$ cat src/rtl/tone_gen.sv
// tone_gen: square-wave speaker drive from a full-period clock count.
// Period changes are only taken at period boundaries, so note changes and
// stops never truncate a pulse. A small PWM gates the high phase for volume.
module tone_gen #(
    parameter int CNT_W   = 21,
    parameter int MIN_DIV = 4,
    parameter int VOL_W   = 3
) (
    input  logic             clk,
    input  logic             reset_,
    input  logic [CNT_W-1:0] div_in,
    input  logic             enable,
    input  logic [VOL_W-1:0] vol,
    output logic             audio_out,
    output logic             period_done,
    output logic             active
);

    typedef enum logic [1:0] {
        IDLE = 2'd0,
        HIGH = 2'd1,
        LOW  = 2'd2
    } state_t;

    state_t           r_state;
    logic [CNT_W-1:0] r_cnt;
    logic [CNT_W-1:0] r_period;
    logic [CNT_W-1:0] r_half;
    logic [VOL_W-1:0] r_pwm;
    logic             r_audio;
    logic             r_done;
    logic             r_active;

    state_t           w_nextState;
    logic [CNT_W-1:0] w_nextCnt;
    logic [CNT_W-1:0] w_nextPeriod;
    logic [CNT_W-1:0] w_nextHalf;
    logic [VOL_W-1:0] w_nextPwm;
    logic             w_nextAudio;
    logic             w_nextDone;
    logic             w_nextActive;
    logic             w_start;
    logic             w_volFull;

    // A tone may only begin when enabled with a usable period; anything else is a rest.
    assign w_start   = enable && (div_in >= CNT_W'(MIN_DIV));
    assign w_volFull = (vol == {VOL_W{1'b1}});

    assign audio_out   = r_audio;
    assign period_done = r_done;
    assign active      = r_active;

    // Next-state logic; the outputs are derived from the upcoming state so
    // that once registered they line up exactly with the cycle they describe.
    always_comb begin
        w_nextState  = r_state;
        w_nextCnt    = r_cnt;
        w_nextPeriod = r_period;
        w_nextHalf   = r_half;
        w_nextPwm    = r_pwm + VOL_W'(1);
        case (r_state)
            IDLE: begin
                if (w_start) begin
                    w_nextPeriod = div_in;
                    w_nextHalf   = div_in >> 1;
                    w_nextCnt    = '0;
                    w_nextPwm    = '0;
                    w_nextState  = HIGH;
                end
            end
            HIGH: begin
                w_nextCnt = r_cnt + CNT_W'(1);
                if (r_cnt == r_half - CNT_W'(1)) begin
                    w_nextState = LOW;
                end
            end
            LOW: begin
                if (r_cnt == r_period - CNT_W'(1)) begin
                    w_nextCnt = '0;
                    if (w_start) begin
                        w_nextPeriod = div_in;
                        w_nextHalf   = div_in >> 1;
                        w_nextPwm    = '0;
                        w_nextState  = HIGH;
                    end else begin
                        w_nextState = IDLE;
                    end
                end else begin
                    w_nextCnt = r_cnt + CNT_W'(1);
                end
            end
            default: begin
                w_nextState = IDLE;
                w_nextCnt   = '0;
            end
        endcase
        w_nextAudio  = (w_nextState == HIGH) && (w_volFull || (w_nextPwm < vol));
        w_nextDone   = (w_nextState == LOW) && (w_nextCnt == w_nextPeriod - CNT_W'(1));
        w_nextActive = (w_nextState != IDLE);
    end

    // State, counters, latched period and registered outputs; reset overrides everything.
    always_ff @(posedge clk) begin
        if (reset_) begin
            r_state  <= IDLE;
            r_cnt    <= '0;
            r_period <= '0;
            r_half   <= '0;
            r_pwm    <= '0;
            r_audio  <= 1'b0;
            r_done   <= 1'b0;
            r_active <= 1'b0;
        end else begin
            r_state  <= w_nextState;
            r_cnt    <= w_nextCnt;
            r_period <= w_nextPeriod;
            r_half   <= w_nextHalf;
            r_pwm    <= w_nextPwm;
            r_audio  <= w_nextAudio;
            r_done   <= w_nextDone;
            r_active <= w_nextActive;
        end
    end

endmodule

$ cat config.mk
export PLATFORM = sky130hd
export DESIGN_NAME = tone_gen
export DESIGN_NICKNAME = d
export VERILOG_FILES = /design/src/rtl/tone_gen.sv
export SDC_FILE = /design/constraint.sdc
export NUM_CORES = 1
export LEC_CHECK = 0
export ABC_CLOCK_PERIOD_IN_PS = 8300
export CORE_MARGIN = 4
export CORE_UTILIZATION = 40
export DETAILED_ROUTE_END_ITERATION = 16
export SLEW_MARGIN = 30
export SYNTH_ARGS = -nofsm -noshare
export SYNTH_HDL_FRONTEND = slang
export SYNTH_SLANG_ARGS = --single-unit
export TNS_END_PERCENT = 30
$ cat constraint.sdc
create_clock -name clk -period 8.3 [get_ports clk]
set_clock_uncertainty 0.05 [all_clocks]
set_input_delay 1.66 -clock clk [delete_from_list [all_inputs] [get_ports clk]]
set_output_delay 1.66 -clock clk [all_outputs]
set_load 0.02 [all_outputs]
Word-level counts from Yosys, hierarchy flattened
Index checks and enable logic that the tools add are counted.
{"block": "totals", "ff_bits": 71, "latch_bits": 0, "ramBits": 0, "rom_bits": 0, "inputBits": 27, "out_inout_bits": 3, "wordCells": 49, "n_memories": 0}
{"block": "op_classes", "add_sub_neg": 5, "multipliers": 0, "div_mod_pow": 0, "magnitude_cmp": 2, "n_eq_ne": 9, "shift": 0, "mux": 17, "bitwise_logic": 0, "n_reduce_logical": 8}
{"op": "$mux 21", "count": 6}
{"op": "$pmux 21 s2", "count": 2}
{"op": "$eq 21x21->1", "count": 3}
{"op": "$pmux 21 s3", "count": 1}
{"op": "$sub 21x1->21 const B", "count": 3}
{"op": "$add 21x1->21 const B", "count": 1}
{"op": "$ge 21x3->1 const B", "count": 1}
{"op": "$mux 2", "count": 3}
{"op": "$mux 3", "count": 2}
{"op": "$pmux 2 s3", "count": 1}
{"op": "$pmux 3 s2", "count": 1}
{"op": "$eq 2x1->1 const B", "count": 2}
{"op": "$eq 2x2->1 const B", "count": 2}
{"op": "$reduce_bool 2->1", "count": 2}
{"op": "$add 3x1->3 const B", "count": 1}
{"op": "$eq 3x3->1 const B", "count": 1}
{"op": "$logic_and 1x1->1", "count": 3}
{"op": "$lt 3x3->1", "count": 1}
{"op": "$logic_not 2->1", "count": 1}
{"op": "$ne 2x2->1 const B", "count": 1}
{"op": "$reduce_and 2->1", "count": 1}
{"op": "$logic_or 1x1->1", "count": 1}
{"op": "$mux 1", "count": 1}

Logic depth before layout (Yosys ltp)
Gate-level depths: netlist of run 1.
{"block": "depth", "word_depth": 8, "ltp_mapped": 25, "mapped_depth_nobuf": 22}

Worst setup path after synthesis of run 1
OpenSTA, ideal clock, no wires.
{"block": "synth_timing", "path_kind": "input-to-reg", "from": "input div_in[5]", "to": "register r_done, in the netlist period_done", "setup_time_ps": 88, "t_arrival_ps": 6219, "required_time_ps": 8162, "setup_slack_ps": 1943, "stages": 22, "n_path_buf": 4, "cell_sequence": "or4_4 or3_4 or3_4 o41ai_4 nor3_1 a31oi_4 buf_2 buf_2 clkbuf_1 a21boi_0 ha_1 nand2_1 or2_2 clkbuf_1 nor3_1 xnor2_1 mux2i_1 xnor2_1 and4bb_1 o2111ai_1 a2111o_1 nor4_2"}
{"block": "synth_via", "elab_chain_len": 8, "word_cells_on_any_way": 15, "classes_between": "1 x add/sub; 1 x order compare; 2 x eq/ne; 9 x mux; 2 x reduce/logical"}
{"element": "start, declared", "line": "11", "source": "input logic [CNT_W-1:0] div_in,"}
{"element": "$ge 21x3->1", "line": "46", "source": "assign w_start = enable && (div_in >= CNT_W'(MIN_DIV));"}
{"element": "$logic_and 1x1->1", "line": "46"}
{"element": "$mux 21", "line": "63, 80"}
{"element": "$mux 21", "line": "78", "source": "if (r_cnt == r_period - CNT_W'(1)) begin"}
{"element": "$pmux 21 s2", "line": "61", "source": "case (r_state)"}
{"element": "$sub 21x1->21", "line": "98", "source": "w_nextDone = (w_nextState == LOW) && (w_nextCnt == w_nextPeriod - CNT_W'(1));"}
{"element": "$eq 21x21->1", "line": "98"}
{"element": "$logic_and 1x1->1 *", "line": "98"}
{"element": "end signal, assigned", "line": "120", "source": "r_done <= w_nextDone;"}
{"element": "end, declared", "line": "31", "source": "logic r_done;"}
Every way passes the cells marked *; elsewhere a longest branch is shown, timed or not.
A chain may end at the register's enable or synchronous reset.

Final worst setup path of run 1
{"block": "layout_timing", "from": "input div_in[13]", "to": "register r_done, in the netlist period_done"}
Same word-level chain as after synthesis.

==> results of run 1 <==
==> routing by layer <==
metal | track usage | wire [um] | vias up
li1 | - | - | 2573
met1 | 0.283 | 7640 | 2485
met2 | 0.345 | 7780 | 167
met3 | 0.0504 | 965 | 30
met4 | 0.0880 | 593 | 0
met5 | 0 | 0 | -
==> path summary, 6_finish.rpt <==
path	startpoint	endpoint	slack (ps)	cells after the start
worst max-delay path	div_in[13]	period_done$_SDFF_PP0_	1330	21
worst min-delay path	r_pwm[0]$_SDFF_PP0_	r_pwm[0]$_SDFF_PP0_	420	1
worst max register to register	r_period[0]$_SDFF_PP0_	period_done$_SDFF_PP0_	2020	21
worst min register to register	r_pwm[0]$_SDFF_PP0_	r_pwm[0]$_SDFF_PP0_	420	1
==> kinds of logic after synthesis <==
| kind of cell | after synthesis | synth area share |
|---|---|---|
| AND/OR/NAND/NOR | 320 | 0.301 |
| multiplexers | 26 | 0.0518 |
| AO/OA/AOI/OAI | 151 | 0.185 |
| buffers and inverters | 68 | 0.0540 |
| XOR/XNOR | 86 | 0.139 |
| flip-flops | 70 | 0.253 |
| adder cells (fa/ha/maj) | 7 | 0.0158 |
==> power breakdown <==
part           switching (mW)  internal [mW]  total, mW
clock network           0.160          0.233      0.393
logic                   0.167          0.118      0.285
registers              0.0283          0.352      0.380
total                   0.356          0.703       1.06
==> metrics by stage <==
stage / hold WS (ps) / setup WS, ps / cell area, um2 / utilization
after global placement: 408 / 1150 / 5830 / 0.435
after detailed placement: 404 / 1000 / 5830 / 0.435
after global routing: 466 / 902 / 6130 / 0.458
final: 415 / 1330 / 6130 / 0.458
after floorplan: 377 / 1940 / 5530 / -
after CTS: 413 / 1350 / 6130 / 0.457
==> registers in the layout (all words and copies together) (netlist names) <==
name         flops
r_pwm            3
period_done      1
r_half          20
active           1
audio_out        1
r_period        21
r_state          2
r_cnt           21
==> layout by cell type (no fill, tap or decap), types with 6 or more instances in the layout <==
cell type / instances
sky130_fd_sc_hd__nand2_1: 94
sky130_fd_sc_hd__dfxtp_1: 70
sky130_fd_sc_hd__nor2_1: 69
sky130_fd_sc_hd__a21oi_1: 55
sky130_fd_sc_hd__xnor2_1: 46
sky130_fd_sc_hd__xor2_1: 38
sky130_fd_sc_hd__clkdlybuf4s50_1: 28
sky130_fd_sc_hd__mux2i_1: 23
sky130_fd_sc_hd__nor3_1: 22
sky130_fd_sc_hd__o21ai_0: 22
sky130_fd_sc_hd__nand3_1: 15
sky130_fd_sc_hd__nor4_1: 14
sky130_fd_sc_hd__or3_1: 14
sky130_fd_sc_hd__inv_1: 13
sky130_fd_sc_hd__nand2b_1: 13
sky130_fd_sc_hd__nor2b_1: 11
sky130_fd_sc_hd__nand4_1: 9
sky130_fd_sc_hd__clkbuf_16: 9
sky130_fd_sc_hd__and3_1: 8
sky130_fd_sc_hd__a211oi_1: 7
sky130_fd_sc_hd__and2_1: 7
sky130_fd_sc_hd__a31oi_1: 7
sky130_fd_sc_hd__ha_1: 7
sky130_fd_sc_hd__or2_2: 6
==> layout make-up <==
cell class              count  area, um2
clock inverters             7       75.1
clock buffers               9        225
well taps                 176        220
fillers                  1363       7270
multi-input cells         590       3840
inverters                  13       48.8
repair buffers             34        323
flip-flops and latches     70       1400
==> reports/results.md, run 1 <==
| Quantity | This run | Unit |
|:---|:---|:---|
| Status | complete, no violations | - |
| Non-filler instance count after layout | 899 | - |
| Total number of H-tree levels | 3 | - |
| Worst-Margin Slew | 869 | ps |
| Placement Rows | 42 | - |
| Kind of path behind the tightest hold check | flip-flop to flip-flop | - |
| Yosys warning total | 0 | - |
| Gr usage total | 0.217 | - |
| Max clock buf depth | 2 | - |
| Via count of the first global-routing pass | 5001 | - |
| Biggest area contributors in the synthesized netlist | sky130_fd_sc_hd__dfxtp_1, sky130_fd_sc_hd__xnor2_1, sky130_fd_sc_hd__nand2_1 | - |
| Post-synthesis instance area | 0.00553 | mm2 |
| Dominant synthesized flop cell | sky130_fd_sc_hd__dfxtp_1 | - |
| Crit share post-route | 0.839 | - |
| Number of antenna repair diodes | 0 | - |
| GPL Wtd Cong | 0.900 | - |
| Root Buffer | sky130_fd_sc_hd__clkbuf_16 | - |
| Most frequent cell after synthesis | sky130_fd_sc_hd__nand2_1 | - |
| Area of the core | 0.0134 | mm2 |
| Average vias per placed instance | 5.85 | - |
| TritonCTS clock tree | yes | - |
| Final hold vios | 0 | - |
| Post-synth ARST share | 0 | - |
| Maximum clock frequency | 144 | MHz |
| Type of origin of the critical path | input pin | - |
| Total congestion overflow | 0 | - |
| Worst path slowest cell | sky130_fd_sc_hd__clkdlybuf4s50_1 | - |
| Most repeated library cell on the critical path | sky130_fd_sc_hd__nand2_1 | - |
| Post-synthesis net count | 762 | - |
| Leakage Power | 2.26 | nW |
| Number of instances in the synthesized netlist | 728 | - |
| Headroom to the max-slew limit | 0.421 | - |
| Cells traversed along the worst timing path | clkdlybuf4s50_1 > or3_1 > or2_1 > or4_1 > o41ai_4 > nor3_1 > a31o_1 > nand2_1 > a21boi_0 > ha_1 > nand2_1 > or2_2 > nor2_1 > nand3b_1 > xor2_1 > mux2i_1 > xnor2_1 > and4bb_1 > o2111ai_1 > a2111o_1 > nor4_2 | - |
| Initial antenna violation count | 0 | - |
| Clock transition at the registers of the reported paths | 70 | ps |
| Number of enable flip-flop cells after synthesis | 0 | - |
| Sum of negative setup slack | 0 | ps |
| Die X | 126 | um |
| Minimum period implied by the final worst setup slack | 6970 | ps |
| Die Area | 0.0158 | mm2 |
| DRC viols | 0 | - |
| DRT antenna net count | 0 | - |
| Total of endpoints with negative setup slack in the final report | 0 | - |
| Area overhead of the layout relative to synthesis | 10.9 | % |
| Data arrival at the endpoint of the critical path | 7180 | ps |
| Later-pin clock latency in the skew report | 350 | ps |
| Sequential-to-total area share from yosys stat | 0.253 | - |
| Crit end category | flip-flop | - |
| Starting DRC count in detailed routing | 401 | - |
| Crit-path leading delay family | simple AND/OR/NAND/NOR gates | - |
| Placed cell count | 883 | - |
| Number of nets in the final layout | 752 | - |
| Class of the most critical setup path | input pin to flip-flop | - |
| Port-buffer cells | 29 | - |
| Worst-case vdd ir drop | 0.000128 | V |
| Crit path buffers/inverters | 1 | - |
| Longest individual stage delay on the worst path | 530 | ps |
| Yosys cell types | 76 | - |
| Fraction of layout cells with a size suffix above 1 | 0.0636 | - |
| Starting utilization of the core area | 0.413 | - |
| Area fraction of the dominant cell type after synthesis | 0.253 | - |
| Wire length of the first global-routing pass | 27200 | um |
| Synthesized area per cell | 7.60 | um2 |
| Detailed Route WL | 17000 | um |
| Hold buffer count at cts | 0 | - |
| Largest fanout on the critical path | 14 | - |
| Half-perimeter wire length of the detailed placement result | 12800 | um |
| # resized after CTS | 0 | - |
| Die Ht | 126 | um |
| Clock buffers created by TritonCTS | 9 | - |
| Final max-slew violation count | 0 | - |
| Leading area contributor after synthesis | sky130_fd_sc_hd__dfxtp_1 | - |
| Routed vias | 5255 | - |
| Power density over the cells | 173 | mW/mm2 |
| Power Total | 1.06 | mW |
| MaxCap Viol Count | 0 | - |
| # clock sinks | 70 | - |
| Commonest cells in the netlist | sky130_fd_sc_hd__nand2_1, sky130_fd_sc_hd__dfxtp_1, sky130_fd_sc_hd__nor2_1 | - |
| Post-synthesis register bit count | 70 | - |
| Average wire length per cell after detail routing | 18.9 | um |
| I/O pin count | 30 | - |
| Pin count of the biggest net entering global routing | 68 | - |
| Critical path required time | 8520 | ps |
| Buffers inserted during post-CTS setup optimization | 0 | - |
| Drt first pass iters | 5 | - |
| Unrepaired setup endpoints after global routing | no | - |
Power figures use the tool's default switching activity.
==> run 2: changes to the inputs <==
--- a/config.mk
+++ b/config.mk
@@ -5,7 +5,7 @@
 export SDC_FILE = /design/constraint.sdc
 export NUM_CORES = 1
 export LEC_CHECK = 0
-export ABC_CLOCK_PERIOD_IN_PS = 8300
+export ABC_CLOCK_PERIOD_IN_PS = 6800
 export CORE_MARGIN = 4
 export CORE_UTILIZATION = 40
 export DETAILED_ROUTE_END_ITERATION = 16
==> constraint.sdc (replaced) <==
create_clock -name clk -period 6.8 [get_ports clk]
set_clock_uncertainty 0.05 [all_clocks]
set_input_delay 1.36 -clock clk [delete_from_list [all_inputs] [get_ports clk]]
set_output_delay 1.36 -clock clk [all_outputs]
set_load 0.02 [all_outputs]
==> reports/results.md, run 2 (synthesis gave the netlist of run 1 again) <==
| Quantity | This run | Unit | Change |
|:---|:---|:---|:---|
| Later-pin clock latency in the skew report | 350 | ps | about the same |
| # clock sinks | 70 | - | unchanged |
| Net switching power | 432 | uW | +21% |
| Buffers inserted during post-CTS setup optimization | 0 | - | unchanged |
| Number of nets in the final layout | 760 | - | +1.1% |
| Starting DRC count in detailed routing | 484 | - | +21% |
| Starting utilization of the core area | 0.413 | - | unchanged |
| Longest individual stage delay on the worst path | 540 | ps | about the same |
| Length in cells of the worst reg-to-reg path | 23 | - | +9.5% |
| Crit end category | flip-flop | - |  |
| Clock share of power | 0.389 | - | +0.017 |
| GPL Wtd Cong | 0.937 | - | +4.1% |
| Crit path capture | period_done$_SDFF_PP0_ | - |  |
| Clock buffers created by TritonCTS | 9 | - | unchanged |
| Die Ht | 126 | um | unchanged |
| Area overhead of the layout relative to synthesis | 12.6 | % |  |
| Total congestion overflow | 0 | - | unchanged |
| Data arrival at the endpoint of the critical path | 6670 | ps | -510 ps |
| Headroom to the max-slew limit | 0.390 | - | -0.0303 |
| Fraction of layout cells with a size suffix above 1 | 0.0739 | - | +0.0102 |
| Worst-case vdd ir drop | 0.000126 | V | -1.9% |
| Power density over the cells | 215 | mW/mm2 | +25% |
| I/O pin count | 30 | - | unchanged |
| Worst-Margin Slew | 915 | ps | +45.5 ps |
| Most repeated library cell on the critical path | sky130_fd_sc_hd__nand2_1 | - |  |
| DRC viols | 0 | - | unchanged |
| Most common cell after layout, fill and taps aside | sky130_fd_sc_hd__nand2_1 | - |  |
| DRT antenna net count | 0 | - | unchanged |
| Average vias per placed instance | 5.86 | - | +0.21% |
| Sum of negative setup slack | 0 | ps | unchanged |
| Crit share post-route | 0.951 | - |  |
| Maximum clock frequency | 155 | MHz |  |
| Largest fanout on the critical path | 6 | - | -8 |
| Initial antenna violation count | 0 | - | unchanged |
| Crit-path leading delay family | simple AND/OR/NAND/NOR gates | - |  |
| Most frequent cells in the layout | sky130_fd_sc_hd__nand2_1, sky130_fd_sc_hd__dfxtp_1, sky130_fd_sc_hd__nor2_1 | - |  |
| Internal Dissipation | 907 | uW | +29% |
| Hold buffer count at cts | 0 | - | unchanged |
| Capture instance of the worst register-to-register path | period_done$_SDFF_PP0_ | - |  |
| Number of cells on the critical path | 21 | - | unchanged |
| Status | complete, no violations | - |  |
| TritonCTS clock tree | yes | - |  |
| Pin count of the biggest net entering global routing | 68 | - | unchanged |
| Share of the core filled with cells in the final layout | 0.465 | - | +0.00719 |
| Drt first pass iters | 5 | - | unchanged |
| Type of origin of the critical path | input pin | - |  |
| Net Sw Frac | 0.323 | - | -0.0135 |
| Half-perimeter wire length of the detailed placement result | 13000 | um | +1.8% |
| Gr usage total | 0.222 | - | +0.00514 |
| Via count of the first global-routing pass | 4988 | - | -0.26% |
| Minimum period implied by the final worst setup slack | 6460 | ps |  |
| Leakage Power | 2.33 | nW | +2.7% |
| Port-buffer cells | 29 | - | unchanged |
| Filler cell count in the final layout | 1339 | - | -1.8% |
| Crit path buffers/inverters | 1 | - | unchanged |
| Area of the core | 0.0134 | mm2 | unchanged |
| # resized after CTS | 0 | - | unchanged |
| Die X | 126 | um | unchanged |
| Cells traversed along the worst timing path | clkdlybuf4s50_1 > or3_1 > or2_1 > or4_1 > o41ai_4 > nor3_1 > a31o_1 > nand2_1 > a21boi_0 > ha_1 > nand2_1 > or2_2 > nor2_1 > nand3b_1 > xor2_1 > mux2i_1 > xnor2_1 > and4bb_1 > o2111ai_1 > a2111o_1 > nor4_2 | - |  |
| Startpoint of the worst setup timing path | div_in[13] | - |  |
| Kind of path behind the tightest hold check | flip-flop to flip-flop | - |  |
| Detailed Route WL | 17200 | um | +1.4% |
| Top flop regs | r_cnt (21), r_period (21), r_half (20) | - |  |
| Worst path slowest cell | sky130_fd_sc_hd__or4_1 | - |  |
| Die Area | 0.0158 | mm2 | unchanged |
| Part of the total power dissipated in sequential elements | 0.345 | - | -0.014 |
| Number of antenna repair diodes | 0 | - | unchanged |
| Critical path required time | 7010 | ps | -1510 ps |
| Total of endpoints with negative setup slack in the final report | 0 | - | unchanged |
| Max clock buf depth | 2 | - | unchanged |
| Root Buffer | sky130_fd_sc_hd__clkbuf_16 | - |  |
| Launch instance of the worst register-to-register path | r_period[0]$_SDFF_PP0_ | - |  |
| Clock transition at the registers of the reported paths | 60 | ps | about the same |
| Class of the most critical setup path | input pin to flip-flop | - |  |
| Final hold vios | 0 | - | unchanged |
| Placement Rows | 42 | - | unchanged |
| Average wire length per cell after detail routing | 19.0 | um | +0.54% |
| Wire length of the first global-routing pass | 27700 | um | +1.7% |
| Routed vias | 5313 | - | +1.1% |
| Final max-slew violation count | 0 | - | unchanged |
| MaxCap Viol Count | 0 | - | unchanged |
| Part of the total power dissipated in combinational logic | 0.266 | - | -0.003 |
| Unrepaired setup endpoints after global routing | no | - |  |
| Total number of H-tree levels | 3 | - | unchanged |
| Slack of the worst reg-to-reg path | 830 | ps | -1190 ps |
==> run 2: cell count changes in the layout (fill, tap and decap cells not counted), sizes merged <==
cell	previous run	this run
bufinv	1	2
clkinvlp	3	2
clkbuf	9	10
clkinv	3	2
buf	6	14
==> run 2: worst register-to-register path: stages (launching register included) <==
cell,delay (ps)
sky130_fd_sc_hd__dfxtp_1,390
sky130_fd_sc_hd__inv_1,90
sky130_fd_sc_hd__ha_1,160
sky130_fd_sc_hd__nor3b_2,520
sky130_fd_sc_hd__a21oi_1,140
sky130_fd_sc_hd__or4b_2,720
sky130_fd_sc_hd__a221oi_1,240
sky130_fd_sc_hd__and4_1,240
sky130_fd_sc_hd__buf_4,220
sky130_fd_sc_hd__a31o_1,260
sky130_fd_sc_hd__buf_4,200
sky130_fd_sc_hd__mux2i_4,270
sky130_fd_sc_hd__ha_1,270
sky130_fd_sc_hd__nand2_1,90
sky130_fd_sc_hd__or2_2,330
sky130_fd_sc_hd__nor2_1,260
sky130_fd_sc_hd__nand3b_1,130
sky130_fd_sc_hd__xor2_1,160
sky130_fd_sc_hd__mux2i_1,180
sky130_fd_sc_hd__xnor2_1,90
sky130_fd_sc_hd__and4bb_1,250
sky130_fd_sc_hd__o2111ai_1,130
sky130_fd_sc_hd__a2111o_1,370
sky130_fd_sc_hd__nor4_2,140
==> run 2: routing by layer <==
layer	GRT usage	vias to the layer above	wire, um
met5	0	-	0
met3	0.0521	34	1070
li1	-	2579	-
met4	0.0886	0	604
met1	0.297	2530	7640
met2	0.345	170	7900
==> run 2: metrics by stage <==
stage | std cells | total power [mW] | instance area (um2) | worst slack, ps | hold slack (ps)
6_report | 907 | 1.34 | 6230 | 336 | 417
5_1_grt | 907 | 1.41 | 6230 | 12.8 | 437
4_1_cts | 907 | 1.35 | 6230 | 401 | 416
3_5_place_dp | 891 | 0.822 | 5910 | 36.1 | 408
3_3_place_gp | 891 | 0.814 | 5900 | 240 | 396
2_1_floorplan | 728 | 0.719 | 5530 | 743 | 377
==> run 2: layout make-up <==
class	count	area (um2)	share of cell area
clock inverters	6	85.1	0.0137
repair buffers	42	395	0.0635
flip-flops and latches	70	1400	0.225
inverters	13	48.8	0.00783
clock buffers	10	239	0.0384
multi-input cells	590	3840	0.616
well taps	176	220	0.0353
==> run 2: worst min path at each step <==
stage,to,startpoint,depth (start not counted)
after floorplan,r_pwm[0]$_SDFF_PP0_,r_pwm[0]$_SDFF_PP0_,1
after global placement,r_pwm[0]$_SDFF_PP0_,r_pwm[0]$_SDFF_PP0_,1
after detailed placement,r_pwm[0]$_SDFF_PP0_,r_pwm[0]$_SDFF_PP0_,1
after CTS,r_pwm[0]$_SDFF_PP0_,r_pwm[0]$_SDFF_PP0_,1
after global routing,r_pwm[0]$_SDFF_PP0_,r_pwm[0]$_SDFF_PP0_,1
final,r_pwm[0]$_SDFF_PP0_,r_pwm[0]$_SDFF_PP0_,1
==> run 2: power groups by stage <==
stage | clock [mW] | sequential [mW] | combinational, mW
finish | 0.521 | 0.462 | 0.356
global route | 0.548 | 0.465 | 0.394
floorplan | 0 | 0.456 | 0.263
global placement | 0 | 0.469 | 0.345
CTS | 0.533 | 0.462 | 0.353
detailed placement | 0 | 0.471 | 0.351
==> run 3: changes to the inputs <==
--- a/config.mk
+++ b/config.mk
@@ -7,7 +7,7 @@
 export LEC_CHECK = 0
 export ABC_CLOCK_PERIOD_IN_PS = 6800
 export CORE_MARGIN = 4
-export CORE_UTILIZATION = 40
+export CORE_UTILIZATION = 45
 export DETAILED_ROUTE_END_ITERATION = 16
 export SLEW_MARGIN = 30
 export SYNTH_ARGS = -nofsm -noshare
==> reports/results.md, run 3 (synthesis gave the netlist of run 1 again) <==
| Quantity | This run | Unit | Change |
|:---|:---|:---|:---|
| Status | complete, no violations | - |  |
| Data arrival at the endpoint of the critical path | 6610 | ps | -60 ps |
| Minimum period implied by the final worst setup slack | 6400 | ps | -66.8 ps |
| Total of endpoints with negative setup slack in the final report | 0 | - | unchanged |
| Type of origin of the critical path | input pin | - |  |
| Half-perimeter wire length of the detailed placement result | 13300 | um | +2.2% |
| # clock sinks | 70 | - | unchanged |
| GPL Wtd Cong | 1.01 | - | +8.0% |
| # resized after CTS | 0 | - | unchanged |
| Crit share post-route | 0.941 | - | -0.00982 |
| Unrepaired setup endpoints after global routing | no | - |  |
| Clock buffers created by TritonCTS | 9 | - | unchanged |
| Hold buffer count at cts | 0 | - | unchanged |
| Crit-path leading delay family | simple AND/OR/NAND/NOR gates | - |  |
| Cell depth of the worst min-delay path | 1 | - | unchanged |
| Fraction of layout cells with a size suffix above 1 | 0.0712 | - | -0.00264 |
| Max clock buf depth | 2 | - | unchanged |
| Clock transition at the registers of the reported paths | 60 | ps | about the same |
| Starting utilization of the core area | 0.461 | - | +0.0477 |
| Power density over the cells | 205 | mW/mm2 | -4.6% |
| Routed vias | 5367 | - | +1.0% |
| Area of the core | 0.0120 | mm2 | -10% |
| Class of the most critical setup path | input pin to flip-flop | - |  |
| Area overhead of the layout relative to synthesis | 10.9 | % |  |
| Most common cell after layout, fill and taps aside | sky130_fd_sc_hd__nand2_1 | - |  |
| Worst path setup slack after routing | 403 | ps | +66.8 ps |
| Kind of path behind the tightest hold check | flip-flop to flip-flop | - |  |
| Pin count of the biggest net entering global routing | 48 | - | -29% |
| Later-pin clock latency in the skew report | 350 | ps | about the same |
| Worst-case vdd ir drop | 0.000156 | V | +24% |
| Port-buffer cells | 29 | - | unchanged |
| MaxCap Viol Count | 0 | - | unchanged |
| Most frequent cells in the layout | sky130_fd_sc_hd__nand2_1, sky130_fd_sc_hd__dfxtp_1, sky130_fd_sc_hd__nor2_1 | - |  |
| Placement Rows | 40 | - | -4.8% |
| Largest fanout on the critical path | 6 | - | unchanged |
| Wire length of the first global-routing pass | 28200 | um | +2.0% |
| Starting DRC count in detailed routing | 425 | - | -12% |
| Crit path buffers/inverters | 2 | - | +1 |
| Worst slack on hold paths | 411 | ps | -6.41 ps |
| Buffers inserted during post-CTS setup optimization | 0 | - | unchanged |
| Maximum clock frequency | 156 | MHz | +1.0% |
| Worst-Margin Slew | 749 | ps | -166 ps |
| Total congestion overflow | 0 | - | unchanged |
| Initial antenna violation count | 0 | - | unchanged |
| Setup WS pre-CTS | 44.9 | ps | +8.86 ps |
| Top flop regs | r_cnt (21), r_period (21), r_half (20) | - |  |
| Sum of negative setup slack | 0 | ps | unchanged |
| Via count of the first global-routing pass | 5124 | - | +2.7% |
| I/O pin count | 30 | - | unchanged |
| Total number of H-tree levels | 3 | - | unchanged |
| Critical path required time | 7020 | ps | about the same |
| Number of antenna repair diodes | 0 | - | unchanged |
| Root Buffer | sky130_fd_sc_hd__clkbuf_16 | - |  |
| Worst path slowest cell | sky130_fd_sc_hd__or4_4 | - |  |
| Average wire length per cell after detail routing | 20.4 | um | +7.7% |
| Final max-slew violation count | 0 | - | unchanged |
| Drt first pass iters | 5 | - | unchanged |
| Length in cells of the worst reg-to-reg path | 23 | - | unchanged |
| Die X | 119 | um | -5.4% |
| Headroom to the max-slew limit | 0.497 | - | +0.107 |
| Detailed Route WL | 17900 | um | +4.1% |
| TritonCTS clock tree | yes | - |  |
| Longest individual stage delay on the worst path | 540 | ps | about the same |
| Share of the core filled with cells in the final layout | 0.511 | - | +0.0458 |
| Average vias per placed instance | 6.12 | - | +4.5% |
| Leakage Power | 2.30 | nW | -1.0% |
| Die Area | 0.0141 | mm2 | -10% |
| DRC viols | 0 | - | unchanged |
| Number of cells on the critical path | 21 | - | unchanged |
| DRT antenna net count | 0 | - | unchanged |
| Final hold vios | 0 | - | unchanged |
| Most repeated library cell on the critical path | sky130_fd_sc_hd__or3_4 | - |  |
| Number of nets in the final layout | 761 | - | +0.13% |
| Cells traversed along the worst timing path | clkdlybuf4s50_1 > or4_4 > or3_4 > or3_4 > o41ai_4 > nor3_1 > a31o_1 > buf_4 > mux2i_4 > ha_1 > nand2_1 > or2_2 > nor2_1 > nand3b_1 > xor2_1 > mux2i_1 > xnor2_1 > and4bb_1 > o2111ai_1 > a2111o_1 > nor4_2 | - |  |
| Die Ht | 119 | um | -5.4% |
| Gr usage total | 0.258 | - | +0.0359 |
| Crit end category | flip-flop | - |  |
==> run 3: cell types whose count changed in the layout (fill, tap and decap cells not counted), moves of 2 or more <==
cell                         previous run  this run
sky130_fd_sc_hd__clkinvlp_4             2         0
sky130_fd_sc_hd__bufinv_16              2         0
sky130_fd_sc_hd__clkbuf_1               0         2
sky130_fd_sc_hd__buf_4                 12        14
==> run 3: layout make-up <==
type / count / area (um2)
inverters: 13 / 48.8
well taps: 147 / 184
clock inverters: 2 / 10.0
repair buffers: 43 / 390
fillers: 1174 / 5880
clock buffers: 12 / 246
multi-input cells: 590 / 3850
flip-flops and latches: 70 / 1400
==> run 3: worst paths after layout <==
kind                          start                      to  slack, ps
max                       div_in[7]  period_done$_SDFF_PP0_        400
min             r_pwm[0]$_SDFF_PP0_     r_pwm[0]$_SDFF_PP0_        410
max reg2reg  r_period[0]$_SDFF_PP0_  period_done$_SDFF_PP0_        840
min reg2reg     r_pwm[0]$_SDFF_PP0_     r_pwm[0]$_SDFF_PP0_        410
==> run 3: power by group <==
part | total (mW) | internal [mW] | switching, mW
combinational | 0.367 | 0.149 | 0.217
clock | 0.429 | 0.251 | 0.178
sequential | 0.462 | 0.430 | 0.0327
==> run 3: through the flow <==
step | total power, mW | area [um2] | std cells
after floorplan | 0.719 | 5530 | 728
after global placement | 0.821 | 5860 | 863
after detailed placement | 0.829 | 5870 | 863
after CTS | 1.26 | 6130 | 877
after global routing | 1.32 | 6130 | 877
final | 1.26 | 6130 | 877
==> run 3: metal layers <==
metal / part of all wire / GRT usage / routed length (um) / vias to the layer above
li1: - / - / - / 2586
met1: 0.44 / 0.339 / 7910 / 2542
met2: 0.46 / 0.410 / 8230 / 198
met3: 0.060 / 0.0446 / 1080 / 41
met4: 0.039 / 0.123 / 701 / 0
met5: 0 / 0 / 0 / -
